--- src/rtl/apb_slave_mem.sv ---
// apb_slave_mem: APB completer backed by a word memory, with fixed wait states and out-of-range error response.
module apb_slave_mem #(
  parameter int ADDR_WIDTH  = 8,
  parameter int DATA_WIDTH  = 32,
  parameter int DEPTH       = 64,
  parameter int WAIT_CYCLES = 0
) (
  input  logic                  Pclk,
  input  logic                  Prst,
  input  logic                  Psel,
  input  logic                  Penable,
  input  logic                  Pwrite,
  input  logic [ADDR_WIDTH-1:0] Paddr,
  input  logic [DATA_WIDTH-1:0] Pwdata,
  output logic [DATA_WIDTH-1:0] Prdata,
  output logic                  Pready,
  output logic                  Pslverr
);
  localparam int IW = DEPTH > 1 ? $clog2(DEPTH) : 1;
  localparam logic [ADDR_WIDTH:0] DEPTH_L = DEPTH[ADDR_WIDTH:0];
  typedef enum logic {IDLE, ACCESS} state_t;
  state_t                state_q, state_d;
  logic [3:0]            cnt_q, cnt_d;
  logic [IW-1:0]         addr_q, addr_d;
  logic                  write_q, write_d, err_q, err_d;
  logic [DATA_WIDTH-1:0] wdata_q, wdata_d, rdata_q, rdata_d;
  logic [DATA_WIDTH-1:0] mem [DEPTH];
  logic                  setup, in_err, commit;
  assign setup   = state_q == IDLE && Psel && !Penable;
  assign in_err  = {1'b0, Paddr} >= DEPTH_L;
  assign Pready  = state_q == ACCESS && cnt_q == 4'd0 && Psel && Penable;
  assign Pslverr = Pready && err_q;
  assign Prdata  = rdata_q;
  // a completion coinciding with reset must not reach memory
  assign commit  = Pready && write_q && !err_q && !Prst;
  always_comb begin
    state_d = state_q;
    cnt_d   = cnt_q;
    addr_d  = addr_q;
    write_d = write_q;
    err_d   = err_q;
    wdata_d = wdata_q;
    rdata_d = rdata_q;
    if (setup) begin
      state_d = ACCESS;
      addr_d  = Paddr[IW-1:0];
      write_d = Pwrite;
      wdata_d = Pwdata;
      err_d   = in_err;
      cnt_d   = WAIT_CYCLES[3:0];
      rdata_d = (!Pwrite && !in_err) ? mem[Paddr[IW-1:0]] : '0;
    end else if (state_q == ACCESS) begin
      if (!Psel) state_d = IDLE;
      else if (Penable) begin
        cnt_d   = cnt_q != 4'd0 ? cnt_q - 4'd1 : cnt_q;
        state_d = Pready ? IDLE : ACCESS;
      end
    end
  end
  always_ff @(posedge Pclk) begin
    if (Prst) begin
      state_q <= IDLE;
      cnt_q   <= '0;
      addr_q  <= '0;
      write_q <= 1'b0;
      err_q   <= 1'b0;
      wdata_q <= '0;
      rdata_q <= '0;
    end else begin
      state_q <= state_d;
      cnt_q   <= cnt_d;
      addr_q  <= addr_d;
      write_q <= write_d;
      err_q   <= err_d;
      wdata_q <= wdata_d;
      rdata_q <= rdata_d;
    end
  end
  always_ff @(posedge Pclk) begin
    if (commit) mem[addr_q] <= wdata_q;
  end
endmodule
--- config.mk ---
export PLATFORM = sky130hd
export DESIGN_NAME = apb_slave_mem
export DESIGN_NICKNAME = d
export VERILOG_FILES = /design/src/rtl/apb_slave_mem.sv
export SDC_FILE = /design/constraint.sdc
export NUM_CORES = 2
export LEC_CHECK = 0
export CAP_MARGIN = 20
export CELL_PAD_IN_SITES_DETAIL_PLACEMENT = 0
export CELL_PAD_IN_SITES_GLOBAL_PLACEMENT = 2
export CORE_UTILIZATION = 50
export CTS_BUF_LIST = sky130_fd_sc_hd__clkbuf_8
export DETAILED_ROUTE_END_ITERATION = 10
export PLACE_DENSITY = 0.78
export SETUP_SLACK_MARGIN = 0.4
export SLEW_MARGIN = 20
export SYNTH_ARGS = -nofsm -noshare
export SYNTH_HDL_FRONTEND = slang
export SYNTH_SLANG_ARGS = --single-unit
--- constraint.sdc ---
create_clock -name Pclk -period 9.6 [get_ports Pclk]
set_clock_uncertainty 0.05 [all_clocks]
set_input_delay 0.96 -clock Pclk [delete_from_list [all_inputs] [get_ports Pclk]]
set_output_delay 0.96 -clock Pclk [all_outputs]
set_load 0.02 [all_outputs]
==> impl_metrics.json <==
{
  "status": "finished clean",
  "fmax_mhz": 234,
  "fin_crit_ns": 4.26,
  "rr_worst_depth": 9,
  "r2r_setup_slack_ns": 5.34,
  "yosysTopAreaCellShare": 0.755,
  "hold_start": "wdata_q[22]$_SDFFE_PP0P_",
  "synth_seq_area_share": 0.774,
  "cts_tree": "built",
  "critical_path.max_fanout": 17,
  "slew-limit-headroom": 0.215,
  "switching_share": 0.220,
  "grt_max_degree": 100,
  "maxCapViolCount": 0,
  "antenna_found_initial": 10,
  "grt-ovfl-total": 0,
  "dieArea_um2": 164000,
  "synthesis.nets": 3872,
  "ys.flop_type": "edfxtp_1",
  "seqPwrFrac": 0.562,
  "hold_violations": 0,
  "post_cts_resized": 0,
  "drc_errors": 0,
  "tns_ns": 0,
  "die_y_um": 406,
  "drv_slew": 0,
  "p_switching_mw": 3.98,
  "hp-class": "reg -> reg",
  "core_area_um2": 161000,
  "ys_types": 57,
  "numCtsBuffers": 355,
  "num_rows": 147,
  "vias_per_cell": 6.16,
  "cp-end-kind": "register",
  "wl_um": 210000,
  "post-route-util": 0.569,
  "setup_viol": 0,
  "initial_utilization": 0.505,
  "die_w_um": 406,
  "pwr-share-comb": 0.042,
  "synth_common_cells": "edfxtp_1 (2,048), mux4_2 (383), mux2i_1 (282)",
  "h-tree-depth": 5,
  "io-pin-count": 79,
  "cp_slowest_cell": "nor2_4",
  "drive_gt1_frac": 0.253,
  "area_growth_pct": 12.5,
  "hold_buffers": 0,
  "rsz0062_at_grt": "false",
  "portBuffers": 78,
  "crit_arrival_ns": 4.87,
  "clock-sinks": 2125,
  "critPathKind": "reg -> reg",
  "drt_iter0_markers": 4852,
  "syn_inst": 3825,
  "fillCellCount": 12100,
  "critPathLaunchType": "register",
  "power.share.clock": 0.396,
  "synth_top_area_cell": "edfxtp_1",
  "synth_edf_count": 2048,
  "worstReg2RegStart": "cnt_q[0]$_SDFFE_PP0P_",
  "path_cells": "inv_1, ha_1, or3b_2, nor4_1, buf_4, and2_1, nand3_1, nor2_4, buf_4",
  "antenna_left": 0,
  "wl_per_cell_um": 31.7,
  "yosysMostFrequentCell": "edfxtp_1",
  "cts_max_path_buffers": 4,
  "rr_endpoint": "mem[23][20]$_DFFE_PP_",
  "path_clk_slew_ns": 0.06,
  "crit_family": "simple AND/OR/NAND/NOR gates",
  "holdPathStages": 2,
  "cts_root_buf": "clkbuf_8",
  "synthArstFlopShare": 0,
  "worst-path-buf-inv": 3,
  "critPathRequiredTime_ns": 10.20,
  "grt_pass1_wl_um": 298000,
  "hold_end": "wdata_q[22]$_SDFFE_PP0P_",
  "ir_drop_v": 0.000141,
  "p_int_mw": 14.1,
  "drtPass1Iterations": 6,
  "synth-seq-cells": 2125,
  "vias": 40800,
  "fin_nets": 4236,
  "syn_area_per_cell_um2": 21.3,
  "dp_hpwl_um": 117000,
  "yosysWarningCount": 0,
  "gp_congestion": 0.805,
  "synth_area_um2": 81400,
  "yosys-top-cells-area": "edfxtp_1 (76%), mux4_2 (11%), mux2i_1 (3.5%)",
  "cp_slowest_stage_delay_ns": 0.96,
  "postCtsSetupBuffers": 0,
  "fin_crit_sh": 0.444,
  "worstSkewPairLatency_ns": 0.99,
  "grt_pass1_vias": 41000,
  "tightestPinTransition_ns": 1.17,
  "grt_use_total": 0.258,
  "p_per_area_nw_per_um2": 197,
  "crit_top_cell": "buf_4",
  "p_leak_nw": 32.4
}
how the worst max path moves through the flow:
stage	end	slack [ns]	depth (start not counted)	from
6_report	mem[23][20]$_DFFE_PP_	5.34	9	cnt_q[0]$_SDFFE_PP0P_
5_1_grt	mem[6][0]$_DFFE_PP_	5.19	9	cnt_q[0]$_SDFFE_PP0P_
4_1_cts	mem[6][0]$_DFFE_PP_	5.33	9	cnt_q[0]$_SDFFE_PP0P_
3_5_place_dp	Prdata[2]$_SDFFE_PP0P_	4.51	8	Paddr[0]
3_3_place_gp	Prdata[2]$_SDFFE_PP0P_	4.51	8	Paddr[0]
2_1_floorplan	mem[30][0]$_DFFE_PP_	5.93	5	Penable
power by group through the flow:
stage | Sequential (mW) | Combinational, mW | Clock [mW]
floorplan | 10.4 | 0.442 | 0
global placement | 10.3 | 0.762 | 0
detailed placement | 10.3 | 0.771 | 0
CTS | 10.2 | 0.771 | 7.27
global route | 10.2 | 0.806 | 7.67
finish | 10.2 | 0.768 | 7.16
stage by stage:
| step | area (um2) | hold WS [ns] | setup WS (ns) | cells | total power, mW |
|---|---|---|---|---|---|
| floorplan | 81400 | 0.387 | 5.93 | 3825 | 10.8 |
| global placement | 85100 | 0.391 | 4.51 | 5980 | 11.1 |
| detailed placement | 85400 | 0.393 | 4.51 | 5992 | 11.1 |
| CTS | 91600 | 0.379 | 5.33 | 6610 | 18.2 |
| global route | 91600 | 0.415 | 5.19 | 6613 | 18.6 |
| finish | 91600 | 0.401 | 5.34 | 6614 | 18.1 |
kinds of logic after synthesis:
| family | count (synthesis) | share of synthesized area |
|---|---|---|
| buffers and inverters | 221 | 0.0179 |
| AOI/OAI and AO/OA | 356 | 0.0306 |
| and+or+nand+nor | 369 | 0.0207 |
| muxes | 750 | 0.156 |
| adders and majority gates | 2 | 0.000307 |
| DFF | 2125 | 0.774 |
| xor gates and xnor gates | 2 | 0.000215 |
placed cells by master (no fill, tap or decap), types with 66 or more instances in the layout:
cell | Yosys | layout
edfxtp_1 | 2048 | 2048
mux4_2 | 383 | 383
clkbuf_8 | 0 | 372
mux2i_1 | 282 | 282
a22oi_1 | 166 | 166
nand2_1 | 152 | 152
inv_1 | 2 | 148
buf_4 | 33 | 133
a21oi_1 | 83 | 83
clkdlybuf4s50_1 | 0 | 72
nor2_4 | 0 | 66
routing by layer:
layer,part of all wire,global-route usage
met2,0.47,0.402
met5,0.000048,0
met4,0.026,0.0748
met1,0.42,0.374
met3,0.083,0.0495
worst register-to-register path, stage by stage (launching register included):
cell and delay [ns]:
dfxtp_1 0.33, inv_1 0.09, ha_1 0.18, or3b_2 0.49
nor4_1 0.29, buf_4 0.21, and2_1 0.20, nand3_1 0.66
nor2_4 0.97, buf_4 0.44
layout make-up:
class                   count  area (um2)  area share
inverters                   2        7.51   0.0000819
clock buffers             372        5120      0.0559
well taps                2160        2700      0.0295
clock inverters           246        1130      0.0123
multi-input cells        1479       17500       0.191
diodes                      4        10.0    0.000109
repair buffers            226        2090      0.0229
flip-flops and latches   2125       63100       0.689
state kept, by name (all words and copies together) (netlist names):
name	flops
addr_q	6
err_q	1
wdata_q	32
write_q	1
state_q	1
Prdata	32
cnt_q	4
mem	2048
Power figures use the tool's default switching activity.
